File: config.mk
export PLATFORM = sky130hd
export DESIGN_NAME = mem_access_ctrl_flat
export DESIGN_NICKNAME = d
export VERILOG_FILES = /design/src/rtl/mem_access_if.sv /design/src/rtl/mem_access_ctrl.sv /design/src/flat_wrapper.sv
export SDC_FILE = /design/constraint.sdc
export NUM_CORES = 1
export LEC_CHECK = 0
export BUFFER_PORTS_ARGS = -buffer_cell sky130_fd_sc_hd__buf_4
export CAP_MARGIN = 20
export CELL_PAD_IN_SITES_DETAIL_PLACEMENT = 0
export CELL_PAD_IN_SITES_GLOBAL_PLACEMENT = 2
export CORE_AREA = 2 2 101 103
export CTS_BUF_LIST = sky130_fd_sc_hd__clkbuf_8
export CTS_CLUSTER_DIAMETER = 200
export DETAILED_ROUTE_END_ITERATION = 8
export DIE_AREA = 0 0 103 105
export PLACE_DENSITY_LB_ADDON = 0.1
export SLEW_MARGIN = 5
export SYNTH_ARGS = -nofsm -noshare
export SYNTH_HDL_FRONTEND = slang
export SYNTH_SLANG_ARGS = --single-unit
File: constraint.sdc
create_clock -name clk_i -period 5.17 [get_ports clk_i]
set_clock_uncertainty 0.2 [all_clocks]
set_input_delay 1.034 -clock clk_i [delete_from_list [all_inputs] [get_ports clk_i]]
set_output_delay 1.034 -clock clk_i [all_outputs]
set_load 0.02 [all_outputs]
File: src/rtl/mem_access_if.sv
// mem_access_if: request/response handshake and RAM port bundle for mem_access_ctrl.
interface mem_access_if #(
    parameter int ADDR_W = 16,
    parameter int DATA_W = 16
);
    logic              req_valid;
    logic              req_ready;
    logic              req_we;
    logic [ADDR_W-1:0] req_addr;
    logic [DATA_W-1:0] req_wdata;
    logic              rsp_valid;
    logic              rsp_ready;
    logic [DATA_W-1:0] rsp_rdata;
    logic              wr_done;
    logic              mem_en;
    logic              mem_we;
    logic [ADDR_W-1:0] mem_addr;
    logic [DATA_W-1:0] mem_wdata;
    logic [DATA_W-1:0] mem_rdata;

    modport slave (
        input  req_valid, req_we, req_addr, req_wdata, rsp_ready, mem_rdata,
        output req_ready, rsp_valid, rsp_rdata, wr_done, mem_en, mem_we, mem_addr, mem_wdata
    );

    modport master (
        output req_valid, req_we, req_addr, req_wdata, rsp_ready, mem_rdata,
        input  req_ready, rsp_valid, rsp_rdata, wr_done, mem_en, mem_we, mem_addr, mem_wdata
    );
endinterface

File: src/rtl/mem_access_ctrl.sv
// mem_access_ctrl: one-at-a-time load/store sequencer driving a single-port synchronous RAM
// for WAIT_CYCLES+1 cycles per access, with a held read response and a write-done pulse.
module mem_access_ctrl #(
    parameter int ADDR_W      = 16,
    parameter int DATA_W      = 16,
    parameter int WAIT_CYCLES = 2
) (
    input logic           clk_i,
    input logic           rst_ni,
    mem_access_if.slave   bus
);
    typedef enum logic [1:0] {IDLE, ACCESS, RESP} state_e;

    localparam logic [3:0] WAIT_LD = 4'(WAIT_CYCLES);

    state_e            state_q, state_d;
    logic [3:0]        cnt_q, cnt_d;
    logic              req_ready_q, req_ready_d;
    logic              rsp_valid_q, rsp_valid_d;
    logic              wr_done_q, wr_done_d;
    logic              mem_en_q, mem_en_d;
    logic              mem_we_q, mem_we_d;
    logic [ADDR_W-1:0] mem_addr_q, mem_addr_d;
    logic [DATA_W-1:0] mem_wdata_q, mem_wdata_d;
    logic [DATA_W-1:0] rsp_rdata_q, rsp_rdata_d;

    always_ff @(posedge clk_i or negedge rst_ni) begin
        if (!rst_ni) begin
            state_q     <= IDLE;
            cnt_q       <= '0;
            req_ready_q <= 1'b0;
            rsp_valid_q <= 1'b0;
            wr_done_q   <= 1'b0;
            mem_en_q    <= 1'b0;
            mem_we_q    <= 1'b0;
            mem_addr_q  <= '0;
            mem_wdata_q <= '0;
            rsp_rdata_q <= '0;
        end else begin
            state_q     <= state_d;
            cnt_q       <= cnt_d;
            req_ready_q <= req_ready_d;
            rsp_valid_q <= rsp_valid_d;
            wr_done_q   <= wr_done_d;
            mem_en_q    <= mem_en_d;
            mem_we_q    <= mem_we_d;
            mem_addr_q  <= mem_addr_d;
            mem_wdata_q <= mem_wdata_d;
            rsp_rdata_q <= rsp_rdata_d;
        end
    end

    always_comb begin
        state_d     = state_q;
        cnt_d       = cnt_q;
        req_ready_d = req_ready_q;
        rsp_valid_d = rsp_valid_q;
        wr_done_d   = 1'b0;
        mem_en_d    = mem_en_q;
        mem_we_d    = mem_we_q;
        mem_addr_d  = mem_addr_q;
        mem_wdata_d = mem_wdata_q;
        rsp_rdata_d = rsp_rdata_q;
        case (state_q)
            IDLE: begin
                // ready rises on the first clock after reset, so accept needs the registered ready
                req_ready_d = 1'b1;
                if (bus.req_valid && req_ready_q) begin
                    req_ready_d = 1'b0;
                    mem_en_d    = 1'b1;
                    mem_we_d    = bus.req_we;
                    mem_addr_d  = bus.req_addr;
                    mem_wdata_d = bus.req_wdata;
                    cnt_d       = WAIT_LD;
                    state_d     = ACCESS;
                end
            end
            ACCESS: begin
                if (cnt_q != 4'd0) begin
                    cnt_d = cnt_q - 4'd1;
                end else begin
                    mem_en_d = 1'b0;
                    if (mem_we_q) begin
                        mem_we_d    = 1'b0;
                        wr_done_d   = 1'b1;
                        req_ready_d = 1'b1;
                        state_d     = IDLE;
                    end else begin
                        rsp_rdata_d = bus.mem_rdata;
                        rsp_valid_d = 1'b1;
                        state_d     = RESP;
                    end
                end
            end
            RESP: begin
                if (bus.rsp_ready) begin
                    rsp_valid_d = 1'b0;
                    req_ready_d = 1'b1;
                    state_d     = IDLE;
                end
            end
            default: state_d = IDLE;
        endcase
    end

    assign bus.req_ready = req_ready_q;
    assign bus.rsp_valid = rsp_valid_q;
    assign bus.rsp_rdata = rsp_rdata_q;
    assign bus.wr_done   = wr_done_q;
    assign bus.mem_en    = mem_en_q;
    assign bus.mem_we    = mem_we_q;
    assign bus.mem_addr  = mem_addr_q;
    assign bus.mem_wdata = mem_wdata_q;
endmodule

File: src/flat_wrapper.sv
// flat-port wrapper written by rule: the top's interface ports become plain ports
module mem_access_ctrl_flat 
#(
    parameter int ADDR_W      = 16,
    parameter int DATA_W      = 16,
    parameter int WAIT_CYCLES = 2
)
  (clk_i, rst_ni, bus_req_valid, bus_req_we, bus_req_addr, bus_req_wdata, bus_rsp_ready, bus_mem_rdata, bus_req_ready, bus_rsp_valid, bus_rsp_rdata, bus_wr_done, bus_mem_en, bus_mem_we, bus_mem_addr, bus_mem_wdata);
  mem_access_if #(.ADDR_W(ADDR_W), .DATA_W(DATA_W)) bus_i ();
  input logic clk_i;
  input logic rst_ni;
  input wire logic [$bits(bus_i.req_valid)-1:0] bus_req_valid;
  input wire logic [$bits(bus_i.req_we)-1:0] bus_req_we;
  input wire logic [$bits(bus_i.req_addr)-1:0] bus_req_addr;
  input wire logic [$bits(bus_i.req_wdata)-1:0] bus_req_wdata;
  input wire logic [$bits(bus_i.rsp_ready)-1:0] bus_rsp_ready;
  input wire logic [$bits(bus_i.mem_rdata)-1:0] bus_mem_rdata;
  output wire logic [$bits(bus_i.req_ready)-1:0] bus_req_ready;
  output wire logic [$bits(bus_i.rsp_valid)-1:0] bus_rsp_valid;
  output wire logic [$bits(bus_i.rsp_rdata)-1:0] bus_rsp_rdata;
  output wire logic [$bits(bus_i.wr_done)-1:0] bus_wr_done;
  output wire logic [$bits(bus_i.mem_en)-1:0] bus_mem_en;
  output wire logic [$bits(bus_i.mem_we)-1:0] bus_mem_we;
  output wire logic [$bits(bus_i.mem_addr)-1:0] bus_mem_addr;
  output wire logic [$bits(bus_i.mem_wdata)-1:0] bus_mem_wdata;
  assign bus_i.req_valid = bus_req_valid;
  assign bus_i.req_we = bus_req_we;
  assign bus_i.req_addr = bus_req_addr;
  assign bus_i.req_wdata = bus_req_wdata;
  assign bus_i.rsp_ready = bus_rsp_ready;
  assign bus_i.mem_rdata = bus_mem_rdata;
  assign bus_req_ready = bus_i.req_ready;
  assign bus_rsp_valid = bus_i.rsp_valid;
  assign bus_rsp_rdata = bus_i.rsp_rdata;
  assign bus_wr_done = bus_i.wr_done;
  assign bus_mem_en = bus_i.mem_en;
  assign bus_mem_we = bus_i.mem_we;
  assign bus_mem_addr = bus_i.mem_addr;
  assign bus_mem_wdata = bus_i.mem_wdata;
  mem_access_ctrl #(.ADDR_W(ADDR_W), .DATA_W(DATA_W), .WAIT_CYCLES(WAIT_CYCLES)) u_core (.clk_i(clk_i), .rst_ni(rst_ni), .bus(bus_i));
endmodule
==> impl_metrics.toml, run 1 <==
[synth]
synthFlopType = "dfrtp_1"
synth.area.top_cells = "dfrtp_1, mux2_2, ha_1"
yosysWarnings = 0
synth_commonest_cells = "dfrtp_1, mux2_2, inv_1, ha_1, nand3b_1"
syn-instance-count = 180
synth_top_area_cell = "dfrtp_1"
syn_area_per_cell_sq_um = 14.33
synth_area_sq_um = 2579
ys_ff_latch = 59
ys_seq_area_share_pct = 57.25
synth.most_common_cell = "dfrtp_1"
ys_async_sr_fraction_pct = 100.0
yosysTopAreaCellShare_pct = 57.25
synth_edf_count = 0
syn_nets = 240
synth_cell_types = 40

[floorplanning]
initial_core_util_pct = 26.75
coreArea_sq_um = 9639
die_w_microns = 103
die_y_microns = 105
dieArea_sq_um = 10820
core.rowCount = 36
ioPinCount = 106

[timing]
fmax_mhz = 394.2
final_max_slew_viol_count = 0
period_needed_ns = 2.537
finalCritPeriodShare_pct = 49.07
finalSetupTns_ns = 0
rsz0062_at_grt = "no"
tightestPinTransition_ns = 0.7775
setup_viol_count_final = 0
relSlewSlack_pct = 48.11
hold_violations = 0

[pwr]
internal_power_mw = 1.500
peakVddDrop_mv = 0.2389
switching_share_pct = 37.47
p_clk_share_pct = 17.9
p_sw_mw = 0.8985
p_comb_share_pct = 48.0
power.density_nw_per_um2 = 648.9
seq_power_share_pct = 34.1
leakagePower_nw = 1.739

[worst_setup_path]
crit_type = "reg -> reg"
start_kind = "flop"
critPathCaptureType = "flop"
path_max_fanout = 16
critPathRequiredTime_ns = 5.19
r2r_slack_ns = 2.63
arrival_ns = 2.56

[drt]
firstDrtPassIters = 4
ant_nets = 0
vias = 1853
drt-initial-drc-count = 53
vias_per_cell = 4.360
drcViolationCount = 0
avgRoutedWirePerCell_microns = 14.83
routed_wl_mm = 6.301

[clock_tree]
clk_pin_slew_ns = 0.06
cts_root_buffer = "clkbuf_8"
clock_path_buffers = 2
tritoncts = "yes"
numCtsBuffers = 9
clock_sinks = 59
ctsResizeCount = 0
postCtsHoldBufs = 0
insertion_delay_ns = 0.33
post_cts_buffers = 0
h-tree-depth = 3

[layout]
syn_to_final_growth_pct = 43.33
n_fill_cell = 987
multiInputGateArea_sq_um = 1027
nets = 349
seqCellArea_sq_um = 1476
drive_gt1_share_pct = 59.93
n_antenna_cell = 0
stdcell_count = 425

[global_routing]
grt_max_degree = 60
grt_antenna_before_repair = 0
gr-total-overflow = 0
first_global_vias = 1877
grt_util_all_layers_pct = 12.05
grt_pass1_wl_mm = 9.742

[flow_run]
cap_violations = 0

[worst_hold_path]
min_path_type = "reg -> reg"

[placement]
portBuffers = 105
placedCellCount = 411
gp_congestion = 0.7261
dp_hpwl_mm = 4.561

[run_status]
status = "finished clean"
-- power groups by stage --
stage / Combinational (mW) / Clock, mW / Sequential (mW)
after floorplan: 0.462 / 0 / 1.06
after global placement: 1.17 / 0 / 0.826
after detailed placement: 1.17 / 0 / 0.829
after CTS: 1.17 / 0.450 / 0.821
after global routing: 1.24 / 0.467 / 0.851
final: 1.15 / 0.429 / 0.818
-- through the flow --
step                      power [mW]  setup WS (ns)  cell area, sq um  utilization (%)  hold slack [ns]
after detailed placement       1.999          2.555              3496            36.27           0.2933
after CTS                      2.442          2.554              3696            38.34           0.3069
after global placement         1.993          2.632              3496            36.27           0.2897
final                          2.398          2.633              3696            38.34           0.3044
after global routing           2.560          2.391              3696            38.34           0.3217
after floorplan                1.518          3.035              2579                -           0.3116
-- routing by layer --
layer	global-route usage [%]	routed length, microns
met2	19.29	3051
met1	14.32	2608
met3	5.552	568
met4	3.665	73
met5	0	0
-- state kept, by name, indices dropped and copies added, names as in the netlist --
| signal | count |
|---|---|
| u_core.cnt_q | 4 |
| u_core.bus.mem_en | 1 |
| u_core.state_q | 2 |
| u_core.bus.mem_wdata | 16 |
| u_core.bus.rsp_valid | 1 |
| u_core.bus.mem_we | 1 |
| u_core.bus.mem_addr | 16 |
| u_core.bus.wr_done | 1 |
| u_core.bus.rsp_rdata | 16 |
| u_core.bus.req_ready | 1 |
-- worst paths after layout --
| path | start | endpoint | cells past startpoint |
|---|---|---|---|
| worst max-delay path | u_core.state_q[1]$_DFFE_PN0P_ | u_core.bus.rsp_rdata[3]$_DFFE_PN0P_ | 5 |
| worst min-delay path | u_core.bus.mem_en$_DFFE_PN0P_ | u_core.bus.mem_en$_DFFE_PN0P_ | 2 |
| worst max register to register | u_core.state_q[1]$_DFFE_PN0P_ | u_core.bus.rsp_rdata[3]$_DFFE_PN0P_ | 5 |
| worst min register to register | u_core.bus.mem_en$_DFFE_PN0P_ | u_core.bus.mem_en$_DFFE_PN0P_ | 2 |
| max in group asynchronous | rst_ni | u_core.state_q[1]$_DFFE_PN0P_ | 1 |
| min in group asynchronous | rst_ni | u_core.bus.rsp_rdata[3]$_DFFE_PN0P_ | 1 |
-- critical path, stage by stage (launching register included) --
cell and delay (ns):
dfrtp_1 0.41, inv_1 0.10, ha_1 0.45, nand4bb_1 0.21, nor2_2 0.64, mux2_2 0.41
-- final cells by class --
class | instances | area share (%)
multi-input cells | 105 | 27.79
well taps | 133 | 4.502
repair buffers | 106 | 21.53
flip-flops and latches | 59 | 39.95
clock buffers | 12 | 4.469
inverters | 8 | 0.8125
clock inverters | 2 | 0.9479
-- layout by cell type (no fill, tap or decap), drive strengths merged, types with 2 or more instances in the layout --
master / Yosys / layout
ha: 7 / 7
nor3: 2 / 2
dfrtp: 59 / 59
a21oi: 2 / 2
nand2: 3 / 3
o31ai: 3 / 3
o211ai: 2 / 2
nand3: 3 / 3
buf: 5 / 106
mux2: 49 / 49
nand3b: 4 / 4
nor2: 2 / 2
o21ai: 3 / 3
clkbuf: 3 / 12
inv: 8 / 8
a211oi: 3 / 3
a211o: 2 / 2
a2111oi: 2 / 2
nor2b: 2 / 2
-- cells by family (layout without fill, tap and decap cells) --
kind of cell / count (synthesis) / after routing / synth area share, %
flip-flops: 59 / 59 / 57.25
multiplexers: 50 / 50 / 21.79
AO/OA/AOI/OAI: 24 / 24 / 8.733
AND/OR/NAND/NOR: 24 / 24 / 5.920
buffers and inverters: 16 / 128 / 2.911
adder cells (fa/ha/maj): 7 / 7 / 3.396
No activity file was read; power rests on OpenSTA's default activity.
==> run 2: changes to the inputs <==
==> constraint.sdc (replaced) <==
create_clock -name clk_i -period 2.4 [get_ports clk_i]
set_clock_uncertainty 0.2 [all_clocks]
set_input_delay 0.48 -clock clk_i [delete_from_list [all_inputs] [get_ports clk_i]]
set_output_delay 0.48 -clock clk_i [all_outputs]
set_load 0.02 [all_outputs]
==> run 2 against run 1 <==
  * Die area did not move
  * Register-to-register slack got worse by 2.4 ns
  * Largest power group unchanged
  * Fmax rose by 19%
  * Largest cell class unchanged
  * Highest routed layer unchanged
==> impl_metrics.toml, run 2 (synthesized netlist as in run 1, its figures left out) <==
[worst_hold_path]
whs_path_depth = 2
hp-start = "bus_req_wdata[8]"
holdPathEnd = "u_core.bus.mem_wdata[8]$_DFFE_PN0P_"
min_path_type = "in -> reg"

[layout]
nets = 356
layout_common_cells = "buf_4, dfrtp_1, mux2_2"
drive_gt1_share_pct = 60.13
fin_area_sq_um = 3797
stdcell_count = 434
n_fill_cell = 977
syn_to_final_growth_pct = 47.26
final_common_cell = "buf_4"
finish.utilization_pct = 39.40
n_antenna_cell = 0

[timing]
fmax_mhz = 470.4
final_max_slew_viol_count = 0
rsz0062_at_grt = "no"
relSlewSlack_pct = 65.07
tightestPinTransition_ns = 0.5240
layout_setup_ws_ns = 0.2740
finalCritPeriodShare_pct = 88.58
hold_violations = 0
finalSetupTns_ns = 0
setup_viol_count_final = 0
period_needed_ns = 2.126
whs_ns = 0.1785

[worst_setup_path]
crit_chain = "inv_1 > ha_1 > or3b_1 > buf_4 > a2111oi_4 > a211o_1"
r2r-end = "u_core.bus.mem_we$_DFFE_PN0P_"
r2r_start = "u_core.cnt_q[0]$_DFFE_PN0P_"
critPathCaptureType = "flop"
path_max_fanout = 8
crit_slowest_cell = "or3b_1"
crit_family = "simple AND/OR/NAND/NOR gates"
critPathRequiredTime_ns = 2.47
arrival_ns = 2.20
r2r_slack_ns = 0.27
start_kind = "flop"
reg2regPathDepth = 6
crit_buf_inv = 2
crit_type = "reg -> reg"
crit_cells = 6
slowest_delay_ns = 0.50

[global_routing]
grt_util_all_layers_pct = 12.07
first_global_vias = 1876
grt_max_degree = 35
grt_antenna_before_repair = 0
gr-total-overflow = 0
grt_pass1_wl_mm = 9.942

[clock_tree]
tritoncts = "yes"
cts_root_buffer = "clkbuf_8"
clock_path_buffers = 2
clock_sinks = 59
numCtsBuffers = 9
clk_pin_slew_ns = 0.07
h-tree-depth = 3
ctsResizeCount = 0
insertion_delay_ns = 0.33

[drt]
firstDrtPassIters = 4
drcViolationCount = 0
dr.max_layer_used = "met4"
drt-initial-drc-count = 44
vias_per_cell = 4.293
routed_wl_mm = 6.371
dr_wl_met3_microns = 491
vias = 1863
ant_nets = 0
met1_length_mm = 2.733
routed-wl-met2_mm = 3.104
avgRoutedWirePerCell_microns = 14.68

[floorplanning]
dieArea_sq_um = 10820
core.rowCount = 36
coreArea_sq_um = 9639
initial_core_util_pct = 26.75
ioPinCount = 106
die_w_microns = 103
die_y_microns = 105

[placement]
postPlaceCellArea_sq_um = 3578
portBuffers = 105
placedCellCount = 417
place_worst_setup_slack_ns = 0.2811
dp_hpwl_mm = 4.784
gp_congestion = 0.7436

[pwr]
finalPower_mw = 5.286
leakagePower_nw = 1.795
power.density_nw_per_um2 = 1392
peakVddDrop_mv = 0.5727

[flow_run]
cap_violations = 0

[run_status]
status = "finished clean"
run 2: changes by cell type in the layout (fill, tap and decap cells not counted), moves of 2 or more:
| cell | before | now |
|---|---|---|
| inv_1 | 8 | 10 |
| buf_12 | 0 | 3 |
| clkbuf_8 | 12 | 9 |
| buf_4 | 106 | 109 |
run 2: repair_timing:
item | in CTS | in global routing
endpoints found under the hold margin | 25 | 0
setup buffers | 0 | 0
hold buffers | 1 | 0
run 2: worst max-delay path by stage:
stage | from | endpoint
after detailed placement | u_core.cnt_q[1]$_DFFE_PN0P_ | u_core.state_q[1]$_DFFE_PN0P_
after global routing | u_core.cnt_q[0]$_DFFE_PN0P_ | u_core.bus.mem_we$_DFFE_PN0P_
after CTS | u_core.cnt_q[0]$_DFFE_PN0P_ | u_core.state_q[1]$_DFFE_PN0P_
final | u_core.cnt_q[0]$_DFFE_PN0P_ | u_core.bus.mem_we$_DFFE_PN0P_
after floorplan | u_core.cnt_q[0]$_DFFE_PN0P_ | u_core.state_q[1]$_DFFE_PN0P_
after global placement | u_core.cnt_q[1]$_DFFE_PN0P_ | u_core.state_q[1]$_DFFE_PN0P_
run 2: layer usage:
layer | GRT usage (%) | vias up
li1 | - | 885
met1 | 14.65 | 895
met2 | 19.81 | 77
met3 | 5.552 | 6
met4 | 1.974 | 0
met5 | 0 | -
run 2: cell type report:
| type | count | area [sq um] | area share, % |
|---|---|---|---|
| clock inverter | 7 | 85.08 | 2.241 |
| tap | 133 | 166.4 | 4.382 |
| clock buffer | 9 | 123.9 | 3.262 |
| multi-input combinational | 105 | 1027 | 27.05 |
| inverter | 8 | 30.03 | 0.7908 |
| timing repair buffer | 113 | 888.4 | 23.39 |
| sequential | 59 | 1476 | 38.88 |
run 2: power by group:
group | switching (mW) | internal [mW]
Clock | 0.398 | 0.574
Combinational | 1.29 | 1.27
Sequential | 0.286 | 1.47
Total | 1.97 | 3.32
==> run 3: changes to the inputs <==
==> constraint.sdc (replaced) <==
create_clock -name clk_i -period 2.3 [get_ports clk_i]
set_clock_uncertainty 0.2 [all_clocks]
set_input_delay 0.46 -clock clk_i [delete_from_list [all_inputs] [get_ports clk_i]]
set_output_delay 0.46 -clock clk_i [all_outputs]
set_load 0.02 [all_outputs]
==> run 3 against run 2 <==
  * Clock-buffer cell count up 1
  * Cell area up 0.13%
  * Hold slack worse by 0.028 ns
  * Largest cell class unchanged
  * Largest power group unchanged
  * Fmax up 1.3%
  * Routed wire length up 0.97%
  * Clock power up 18%
  * Register-to-register slack worse by 0.07 ns
  * Sequential cell count unchanged
  * Sequential share of layout area down 0.051 points
  * Critical path type unchanged
==> impl_metrics.toml, run 3 (synthesized netlist as in run 1, its figures left out) <==
[floorplanning]
ioPinCount = 106
die_y_microns = 105
initial_core_util_pct = 26.75
dieArea_sq_um = 10820
core.rowCount = 36
die_w_microns = 103
coreArea_sq_um = 9639

[clock_tree]
insertion_delay_ns = 0.33
clock_path_buffers = 2
post_cts_buffers = 0
clk_pin_slew_ns = 0.07
clock_sinks = 59
cts_root_buffer = "clkbuf_8"
h-tree-depth = 3
tritoncts = "yes"
numCtsBuffers = 9

[worst_setup_path]
critPathCaptureType = "flop"
start_kind = "flop"
reg2regPathDepth = 6
crit_chain = "inv_1 > ha_1 > or3b_1 > buf_4 > a2111oi_4 > a211o_1"
crit_slowest_cell = "or3b_1"
r2r_start = "u_core.cnt_q[0]$_DFFE_PN0P_"
crit_family = "simple AND/OR/NAND/NOR gates"
path_max_fanout = 6
critPathRequiredTime_ns = 2.38
arrival_ns = 2.17
r2r_slack_ns = 0.20
crit_buf_inv = 2
crit_type = "reg -> reg"
crit_cells = 6
slowest_delay_ns = 0.47
r2r-end = "u_core.bus.mem_we$_DFFE_PN0P_"

[global_routing]
grt_util_all_layers_pct = 12.46
grt_max_degree = 34
grt_pass1_wl_mm = 10.24
gr-total-overflow = 0
grt_antenna_before_repair = 0
first_global_vias = 2020

[pwr]
power.density_nw_per_um2 = 1480
peakVddDrop_mv = 0.6220
leakagePower_nw = 1.796
finalPower_mw = 5.629

[placement]
postPlaceCellArea_sq_um = 3551
portBuffers = 105
place_worst_setup_slack_ns = 0.2116
gp_congestion = 0.7252
dp_hpwl_mm = 4.796

[layout]
final_common_cell = "buf_4"
syn_to_final_growth_pct = 47.45
n_antenna_cell = 0
drive_gt1_share_pct = 60.20
layout_common_cells = "buf_4, dfrtp_1, mux2_2"
nets = 354
fin_area_sq_um = 3802
multiInputGateArea_sq_um = 1027
n_fill_cell = 970
seqCellArea_sq_um = 1476

[timing]
final_max_slew_viol_count = 0
finalSetupTns_ns = 0
period_needed_ns = 2.098
layout_setup_ws_ns = 0.2016
hold_violations = 0
tightestPinTransition_ns = 0.5337
fmax_mhz = 476.6
setup_viol_count_final = 0
whs_ns = 0.1501
finalCritPeriodShare_pct = 91.23
rsz0062_at_grt = "no"
relSlewSlack_pct = 64.42

[drt]
vias = 1883
drcViolationCount = 0
firstDrtPassIters = 4
drt-initial-drc-count = 35
ant_nets = 0
avgRoutedWirePerCell_microns = 14.89
vias_per_cell = 4.359
routed_wl_mm = 6.433

[flow_run]
cap_violations = 0

[run_status]
status = "finished clean"

[worst_hold_path]
whs_path_depth = 2
holdPathEnd = "u_core.bus.mem_addr[1]$_DFFE_PN0P_"
min_path_type = "in -> reg"
hp-start = "bus_req_addr[1]"
## run 3: how the worst max path moves through the flow
stage	start	endpoint	slack [ns]
detailed placement	u_core.cnt_q[0]$_DFFE_PN0P_	u_core.bus.rsp_valid$_DFFE_PN0P_	0.21
global route	u_core.cnt_q[0]$_DFFE_PN0P_	u_core.bus.rsp_valid$_DFFE_PN0P_	0.08
global placement	u_core.cnt_q[0]$_DFFE_PN0P_	u_core.bus.mem_we$_DFFE_PN0P_	0.25
floorplan	u_core.cnt_q[0]$_DFFE_PN0P_	u_core.state_q[1]$_DFFE_PN0P_	0.32
finish	u_core.cnt_q[0]$_DFFE_PN0P_	u_core.bus.mem_we$_DFFE_PN0P_	0.20
CTS	u_core.cnt_q[0]$_DFFE_PN0P_	u_core.bus.rsp_valid$_DFFE_PN0P_	0.20
## run 3: metrics by stage
step | util, % | std cells
after detailed placement | 36.84 | 415
after global routing | 39.45 | 432
after global placement | 36.84 | 415
after CTS | 39.45 | 432
after floorplan | - | 180
final | 39.45 | 432
## run 3: what timing repair did
action / in CTS / in global routing
gates resized for setup: 0 / 0
hold buffers: 1 / 0
endpoints found under the hold margin: 28 / 0
## run 3: routing by layer
metal  vias to the layer above  global-route usage, %  part of all wire (%)
met1                       924                  14.76                    43
li1                        881                      -                     -
met3                         4                  5.284                   7.7
met2                        74                  20.59                    48
met4                         0                  3.195                  0.64
met5                         -                      0                     0
## run 3: area by class of cell
| type | instances | share of cell area (%) |
|---|---|---|
| Clock buffer | 10 | 3.620 |
| Timing Repair Buffer | 111 | 22.64 |
| Clock inverter | 6 | 2.731 |
| Sequential cell | 59 | 38.83 |
| Inverter | 8 | 0.7897 |
| Multi-Input combinational cell | 105 | 27.02 |
| Tap cell | 133 | 4.376 |
## run 3: power breakdown
group | switching (mW) | total (mW) | internal, mW
logic | 1.35 | 2.64 | 1.30
registers | 0.298 | 1.84 | 1.54
clock network | 0.408 | 1.15 | 0.742
